--- src/rtl/cnn_pkg.sv ---
// Shared definitions for the CNN datapath: activation mode encodings and
// the signed saturation bounds used when narrowing lane results.
package cnn_pkg;

    typedef enum logic [1:0] {
        MODE_BYPASS = 2'd0,
        MODE_RELU   = 2'd1,
        MODE_LEAKY  = 2'd2,
        MODE_CLIP   = 2'd3
    } act_mode_e;

    // Largest value representable in a w-bit two's complement number.
    function automatic logic signed [63:0] sat_max(input int unsigned w);
        return (64'sd1 <<< (w - 1)) - 64'sd1;
    endfunction

    // Smallest value representable in a w-bit two's complement number.
    function automatic logic signed [63:0] sat_min(input int unsigned w);
        return -(64'sd1 <<< (w - 1));
    endfunction

endpackage

--- src/rtl/act_lane.sv ---
// One activation lane: applies the selected activation, requantises by an
// arithmetic right shift and saturates the result to OUT_W bits.
module act_lane
    import cnn_pkg::*;
#(
    parameter int IN_W       = 32,
    parameter int OUT_W      = 16,
    parameter int LEAK_SHIFT = 3,
    parameter int OUT_SHIFT  = 0
) (
    input  act_mode_e                mode,
    input  logic signed [IN_W-1:0]   x,
    input  logic signed [IN_W-1:0]   clip_val,
    output logic signed [OUT_W-1:0]  y,
    output logic                     sat
);

    localparam logic signed [63:0] MAX_V = sat_max(OUT_W);
    localparam logic signed [63:0] MIN_V = sat_min(OUT_W);

    logic signed [IN_W-1:0] act;
    logic signed [IN_W-1:0] z;
    logic signed [63:0]     z_ext;

    // Activation, requantising shift and saturation, all purely combinational.
    always_comb begin
        act = x;
        case (mode)
            MODE_RELU: begin
                if (x[IN_W-1]) act = '0;
            end
            MODE_LEAKY: begin
                if (x[IN_W-1]) act = x >>> LEAK_SHIFT;
            end
            MODE_CLIP: begin
                if (x[IN_W-1]) begin
                    act = '0;
                end else if (x > clip_val) begin
                    act = clip_val;
                end
            end
            default: act = x;
        endcase

        z     = act >>> OUT_SHIFT;
        z_ext = {{(64-IN_W){z[IN_W-1]}}, z};

        y   = z[OUT_W-1:0];
        sat = 1'b0;
        if (z_ext > MAX_V) begin
            y   = MAX_V[OUT_W-1:0];
            sat = 1'b1;
        end else if (z_ext < MIN_V) begin
            y   = MIN_V[OUT_W-1:0];
            sat = 1'b1;
        end
    end

endmodule

--- src/rtl/act_unit_mc.sv ---
// Multi-lane activation stage: a two-stage stallable valid/ready pipeline.
// Stage 1 captures the beat with its mode and clip value; stage 2 holds the
// activated, requantised and saturated lanes. A saturating counter tracks
// output beats in which any lane saturated.
module act_unit_mc
    import cnn_pkg::*;
#(
    parameter int IN_W       = 32,
    parameter int OUT_W      = 16,
    parameter int CH         = 4,
    parameter int LEAK_SHIFT = 3,
    parameter int OUT_SHIFT  = 0,
    parameter int CNT_W      = 16
) (
    input  logic                  clk,
    input  logic                  rst,
    input  logic [1:0]            mode,
    input  logic [IN_W-1:0]       clip_val,
    input  logic                  in_valid,
    output logic                  in_ready,
    input  logic [CH*IN_W-1:0]    in_data,
    output logic                  out_valid,
    input  logic                  out_ready,
    output logic [CH*OUT_W-1:0]   out_data,
    output logic [CH-1:0]         out_sat,
    input  logic                  sat_clr,
    output logic [CNT_W-1:0]      sat_cnt
);

    localparam logic [CNT_W-1:0] CNT_MAX = '1;

    logic                 s1_valid_q, s1_valid_d;
    logic [CH*IN_W-1:0]   s1_data_q,  s1_data_d;
    act_mode_e            s1_mode_q,  s1_mode_d;
    logic [IN_W-1:0]      s1_clip_q,  s1_clip_d;
    logic                 out_valid_q, out_valid_d;
    logic [CH*OUT_W-1:0]  out_data_q,  out_data_d;
    logic [CH-1:0]        out_sat_q,   out_sat_d;
    logic [CNT_W-1:0]     sat_cnt_q,   sat_cnt_d;

    logic [CH*OUT_W-1:0]  lane_y;
    logic [CH-1:0]        lane_sat;
    logic                 adv_s2;
    logic                 adv_s1;

    assign adv_s2   = !out_valid_q || out_ready;
    assign adv_s1   = !s1_valid_q || adv_s2;
    assign in_ready = adv_s1;

    assign out_valid = out_valid_q;
    assign out_data  = out_data_q;
    assign out_sat   = out_sat_q;
    assign sat_cnt   = sat_cnt_q;

    for (genvar g = 0; g < CH; g++) begin : g_lane
        act_lane #(
            .IN_W       (IN_W),
            .OUT_W      (OUT_W),
            .LEAK_SHIFT (LEAK_SHIFT),
            .OUT_SHIFT  (OUT_SHIFT)
        ) u_lane (
            .mode     (s1_mode_q),
            .x        (s1_data_q[g*IN_W +: IN_W]),
            .clip_val (s1_clip_q),
            .y        (lane_y[g*OUT_W +: OUT_W]),
            .sat      (lane_sat[g])
        );
    end

    // Pipeline advance: each stage loads when it is empty or the stage after it moves.
    always_comb begin
        s1_valid_d  = s1_valid_q;
        s1_data_d   = s1_data_q;
        s1_mode_d   = s1_mode_q;
        s1_clip_d   = s1_clip_q;
        out_valid_d = out_valid_q;
        out_data_d  = out_data_q;
        out_sat_d   = out_sat_q;

        if (adv_s1) begin
            s1_valid_d = in_valid;
            if (in_valid) begin
                s1_data_d = in_data;
                s1_mode_d = act_mode_e'(mode);
                s1_clip_d = clip_val;
            end
        end

        if (adv_s2) begin
            out_valid_d = s1_valid_q;
            if (s1_valid_q) begin
                out_data_d = lane_y;
                out_sat_d  = lane_sat;
            end
        end
    end

    // Saturation event counter: clear wins, otherwise count saturated transfers without wrapping.
    always_comb begin
        sat_cnt_d = sat_cnt_q;
        if (sat_clr) begin
            sat_cnt_d = '0;
        end else if (out_valid_q && out_ready && (|out_sat_q) && (sat_cnt_q != CNT_MAX)) begin
            sat_cnt_d = sat_cnt_q + CNT_W'(1);
        end
    end

    // State registers with synchronous reset; a reset drops any in-flight beats.
    always_ff @(posedge clk) begin
        if (rst) begin
            s1_valid_q  <= 1'b0;
            s1_data_q   <= '0;
            s1_mode_q   <= MODE_BYPASS;
            s1_clip_q   <= '0;
            out_valid_q <= 1'b0;
            out_data_q  <= '0;
            out_sat_q   <= '0;
            sat_cnt_q   <= '0;
        end else begin
            s1_valid_q  <= s1_valid_d;
            s1_data_q   <= s1_data_d;
            s1_mode_q   <= s1_mode_d;
            s1_clip_q   <= s1_clip_d;
            out_valid_q <= out_valid_d;
            out_data_q  <= out_data_d;
            out_sat_q   <= out_sat_d;
            sat_cnt_q   <= sat_cnt_d;
        end
    end

endmodule
--- config.mk ---
export PLATFORM = sky130hd
export DESIGN_NAME = act_unit_mc
export DESIGN_NICKNAME = d
export VERILOG_FILES = /design/src/rtl/cnn_pkg.sv /design/src/rtl/act_lane.sv /design/src/rtl/act_unit_mc.sv
export SDC_FILE = /design/constraint.sdc
export NUM_CORES = 1
export LEC_CHECK = 0
export ABC_CLOCK_PERIOD_IN_PS = 8350
export CAP_MARGIN = 30
export CORE_MARGIN = 3
export CORE_UTILIZATION = 25
export CTS_BUF_LIST = sky130_fd_sc_hd__clkbuf_8 sky130_fd_sc_hd__clkbuf_16
export CTS_CLUSTER_SIZE = 30
export DETAILED_ROUTE_END_ITERATION = 12
export HOLD_SLACK_MARGIN = 0.03
export REMOVE_ABC_BUFFERS = 1
export SYNTH_ARGS = -nofsm -noshare
export SYNTH_HDL_FRONTEND = slang
export SYNTH_SLANG_ARGS = --single-unit
export TNS_END_PERCENT = 5
--- constraint.sdc ---
create_clock -name clk -period 8.35 [get_ports clk]
set_clock_uncertainty 0.15 [all_clocks]
set_input_delay 0.835 -clock clk [delete_from_list [all_inputs] [get_ports clk]]
set_output_delay 0.835 -clock clk [all_outputs]
set_load 0.01 [all_outputs]
# Word-level counts from Yosys, hierarchy flattened
# Cells that the tools add are included.
[totals]
n_memories = 0
elab_cells = 72
register_bits = 248
ramBits = 0
rom_bits = 0
latch_bits = 0
[classes]
n_addsub = 1
n_mux = 36
bitwise = 0
n_shift = 0
n_lt_le_gt_ge = 12
reduce_logical = 11
eq_ne = 4
mul = 0
div = 0
[op_table]
columns = ["operator", "n"]
rows = [
  ["two-way mux 32 bit", 12],
  ["one-hot mux 32 bit (3 select lines)", 4],
  ["greater-than comparator 32 x 16 -> 1 bit, second input constant", 4],
  ["greater-than comparator 32 bit", 4],
  ["< comparator 32 x 16 -> 1 bit, second input constant", 4],
  ["two-way mux 16 bit", 8],
  ["two-way mux 31 bit", 4],
  ["adder 16 x 1 -> 16 bit, second input constant", 1],
  ["!= test 16 bit, second input constant", 1],
  ["two-way mux 1 bit", 8],
  ["== test 2 bit, second input constant", 2],
  ["AND reduction 2 bit", 2],
  ["OR reduction 4 bit", 1],
  ["logical AND 1 bit", 3],
  ["== test 2 x 1 -> 1 bit, second input constant", 1],
  ["zero test 1 bit", 2],
  ["logical OR 1 bit", 2],
  ["OR reduction 2 bit", 1],
]

# Depth between registers and ports, before layout
[logic_depth]
word_depth = 7
depth_mapped = 17

# By module
# From an unflattened synthesis, not the netlist that was laid out.
[unflattened]
hier_cells = 2737
hier_area_um2 = 19094.6
[by_module_without_submodules]
columns = ["module", "area_per_inst_um2", "instances", "cells_each"]
rows = [
  ["act_lane", 2603.7, 4, 409],
  ["act_unit_mc", 8679.6, 1, 1101],
]

# Least setup slack after synthesis
# Ideal clock, no wire load.
[synth_path]
kind = "register -> register"
startpoint = "register s1_clip_q[21]"
endpoint = "register out_data_q[22], in the netlist out_data[22]"
setup_ns = 0.141
path_stages_with_launch = 17
period_less_slack_ns = 4.157
path_buffers = 3
path_slack_ns = 4.193
arrival_ns = 3.866
cell_sequence = "dfxtp_1 > inv_1 > ha_1 > a21oi_1 > o21ai_1 > a22oi_1 > or4b_4 > or4_1 > buf_2 > o21a_4 > buf_6 > o32ai_2 > nand4_1 > a311o_1 > nor3_4 > buf_6 > o32ai_2"
[synth_between]
elab_chain_len = 7
[synth_rtl]
columns = ["element", "line_no", "rtl"]
rows = [
  ["start, declared", "act_unit_mc.sv:35", "logic [IN_W-1:0] s1_clip_q, s1_clip_d;"],
  ["start signal, assigned", "act_unit_mc.sv:123", "s1_clip_q <= s1_clip_d;"],
  ["greater-than comparator 32 bit", "act_lane.sv:38", "end else if (x > clip_val) begin"],
  ["two-way mux 32 bit *", "act_lane.sv:38", ""],
  ["two-way mux 32 bit *", "act_lane.sv:36", "if (x[IN_W-1]) begin"],
  ["one-hot mux 32 bit (3 select lines) *", "act_lane.sv:28", "case (mode)"],
  ["< comparator 32 x 16 -> 1 bit", "act_lane.sv:53", "end else if (z_ext < MIN_V) begin"],
  ["two-way mux 16 bit", "act_lane.sv:53", ""],
  ["two-way mux 16 bit *", "act_lane.sv:50", "if (z_ext > MAX_V) begin"],
  ["end signal, assigned", "act_unit_mc.sv:125", "out_data_q <= out_data_d;"],
  ["end, declared", "act_unit_mc.sv:37", "logic [CH*OUT_W-1:0] out_data_q, out_data_d;"],
]
# Every way passes the cells marked *; elsewhere a longest branch is shown, timed or not.
# A chain may end at the register's enable or synchronous reset.

# Worst setup path in the final report
[layout_path]
startpoint = "register s1_clip_q[21]"
endpoint = "register out_data_q[14], in the netlist out_data[14]"
# Same word-level chain as after synthesis.

==> summary.md <==
| Metric | Value |
|---|---|
| Status | `completed` |
| Antenna-violating nets left | `0` |
| Yosys reg bits | `248` |
| IO Pins | `253` |
| Vias in the first global route | `18272` |
| Syn Std Cell Area | `0.0176 sq mm` |
| Worst R2R Setup Slack | `2.93 ns` |
| Hold-fix buffers at CTS | `0` |
| H-tree depth | `1` |
| Wire length per cell | `22.0 um` |
| Sw Ratio | `33.9%` |
| Critical path data required time | `8.62 ns` |
| Filler cell count in the final layout | `7437` |
| Area growth from synthesis to layout | `25.2%` |
| Max-slew violation count | `0` |
| Core footprint | `0.0691 sq mm` |
| Die ar. | `0.0734 sq mm` |
| GP Congestion | `1.02` |
| Via density | `5.52` |
| CTS tree | `done` |
| Metal3 WL | `6.77 mm` |
| Worst Path Arrival | `5.69 ns` |
| Worst r2r src | `s1_clip_q[21]` |
| Worst Reg2Reg Path Length in Cells | `14` |
| Startpoint types | `flop` |
| Number of synthesized flops with an enable pin | `0` |
| Crit-path max FO | `16` |
| Worst Setup End Kind | `flop` |
| Largest net degree at the start of global routing | `167` |
| Warnings from Yosys | `0` |
| First-pass GRT wire length | `117 mm` |
| Share of layout cells above drive strength 1 | `5.65%` |
| Uppermost layer routed | `met4` |
| Async SR Flop Fraction | `0%` |
| F_max | `184 MHz` |
| Routed wl met2 | `34.8 mm` |
| # resized after CTS | `0` |
| Worst-Margin Slew | `1.06 ns` |
| Synthesized instance count | `2449` |
| Rows | `96` |
| Register area | `0.00497 sq mm` |
| Die Wd | `271 um` |
| Sequential fraction of the synthesis area | `28.3%` |
| Reg power frac | `36.7%` |
| Iteration-0 DRC Markers | `2249` |
| Synth unique cells | `73` |
| RSZ-0062 raised after global routing | `false` |
| Count of input and output buffers | `252` |
| Min-Delay Endpoint | `out_data[15]` |
| Critical R2R Capture | `out_data[14]` |
| Clk pwr share | `36.5%` |
| Routed WL | `78.2 mm` |
| Most numerous cell in the Yosys netlist | `nand2_1` |
| Min-delay src | `out_data[15]` |
| Final total negative setup slack | `0 ns` |
| Final Setup Violations | `0` |
| Period utilisation layout | `64.9%` |
| Clock transition at path regs | `0.06 ns` |
| Gr usage total | `20.4%` |
| PD cells | `174 mW/mm^2` |
| Fin. Hold Viols | `0` |
| Leakage | `8.01 nW` |
| Top post-synthesis cells by count | `509 x nand2_1, 333 x a21oi_1, 248 x dfxtp_1` |
| Via count | `19579` |
| Clk Latency, worst-skew pair | `0.58 ns` |
| VDD IR max | `0.143 mV` |
| Internal | `2.53 mW` |
| # nets final | `2890` |
| Clock Tree Buf Depth | `3` |
| Post-CTS Setup Repair Bufs | `0` |
| Antenna diode count | `0` |
| CTS Root Cell | `clkbuf_16` |
| Slew HR | `29.1%` |
| Die extent in y | `271 um` |
| CP Class | `reg2reg` |
| Area share of the largest cell type after synthesis | `28.3%` |
| # DRC | `0` |
| Worst hold path depth | `2` |
| Crit path time final | `5.42 ns` |
| CTS Buf Count | `31` |
| Leading post-synthesis cells by cell area | `dfxtp_1 28%, nand2_1 11%, a21oi_1 9.5%, ha_1 9.2%, nor2_1 5.0%` |
| Net Sw Power | `1.30 mW` |
| Avg Cell Area, Syn | `7.17 sq um` |
| Met1 WL | `34.3 mm` |
| Clock sinks | `248` |
| Initial core utilization | `25.4%` |
| Post-synth top flop | `dfxtp_1` |
| Cells after DPL | `3491` |
| Yosys top cell by area | `dfxtp_1` |
| Logic pwr share | `26.8%` |
| Total gr overflow | `0` |
| HP Class | `reg2reg` |
| Initial DRT Pass Iterations | `6` |
| Non-Filler Instances | `3549` |
| Post-DP HPWL | `57.1 mm` |
| Initial antenna violation count | `0` |
| Area of the multi-input gates | `0.0117 sq mm` |
| Max Cap Viol | `0` |
[worst max path at each step]
stage / startpoint / endpoint / depth (start not counted)
2_1_floorplan: s1_mode_q[0] / out_sat[0] / 8
4_1_cts: s1_clip_q[21] / out_data[18] / 13
3_3_place_gp: s1_clip_q[19] / out_data[18] / 13
3_5_place_dp: s1_clip_q[21] / out_data[18] / 13
5_1_grt: s1_clip_q[26] / out_data[20] / 13
6_report: s1_clip_q[21] / out_data[14] / 14
[power by group through the flow]
| stage | registers, mW | clock network [mW] | logic (mW) |
|---|---|---|---|
| after floorplan | 1.38 | 0 | 0.581 |
| after CTS | 1.40 | 1.44 | 1.01 |
| after global placement | 1.43 | 0 | 1.00 |
| after detailed placement | 1.43 | 0 | 1.01 |
| after global routing | 1.41 | 1.48 | 1.13 |
| final | 1.41 | 1.40 | 1.03 |
[metal layers]
metal,GRT usage [%],up-vias
met2,32.6,899
li1,-,9263
met1,28.3,9269
met5,0,-
met3,3.30,148
met4,5.52,0
[cell families (layout without fill, tap and decap cells)]
family	after synthesis	in the layout	share of synthesized area [%]
simple gates	960	960	23.6
mux	38	38	2.30
compound gates	813	813	30.4
fa+ha+maj	129	129	9.20
flops	248	248	28.3
xor+xnor	15	15	0.749
buf+inv	246	415	5.43
[sequential cells by signal, indices dropped and copies added, names as in the netlist]
name and count:
s1_valid_q 1, out_valid 1, s1_mode_q 2, s1_data_q 128
s1_clip_q 32, sat_cnt 16, out_data 64, out_sat 4
[metrics by stage]
stage          hold WS, ns  power [mW]  instance area, sq um  utilization (%)  setup WS (ns)
2_1_floorplan        0.294        1.97                 16800                -           1.76
3_3_place_gp         0.296        2.43                 20900             30.2           3.04
3_5_place_dp         0.306        2.43                 20900             30.3           3.02
4_1_cts              0.315        3.85                 22000             31.8           3.00
5_1_grt              0.339        4.02                 22000             31.8           2.68
6_report             0.313        3.83                 22000             31.8           2.93
[cell type report]
class	instances	area share, %
flip-flops and latches	248	22.6
well taps	931	5.30
clock buffers	36	3.84
multi-input cells	1955	53.1
clock inverters	21	0.956
inverters	66	1.13
repair buffers	292	13.0
[worst max-delay path, cell delays in order (launching register included)]
cell and delay [ns]:
dfxtp_1 0.59, inv_1 0.30, ha_1 0.38, a21oi_1 0.16, o21ai_0 0.11, a21oi_1 0.25, o211ai_1 0.20, or3_1 0.52
a21oi_1 0.50, a221oi_1 0.17, a2111oi_0 0.78, nand4_1 0.20, nor4_2 0.47, buf_4 0.32, o22ai_1 0.12
[cells in the final DEF (no fill, tap or decap), types with 28 or more instances in the layout]
cell type / instances
clkbuf_16: 31
o221ai_1: 28
o21ai_0: 94
nor2_1: 233
nand2_1: 508
a21oi_1: 331
a211oi_1: 36
clkdlybuf4s50_1: 251
nand4_1: 53
o22ai_1: 43
buf_4: 36
o32ai_1: 38
dfxtp_1: 245
nor3_1: 36
ha_1: 129
inv_1: 71
Power figures use the tool's default switching activity.
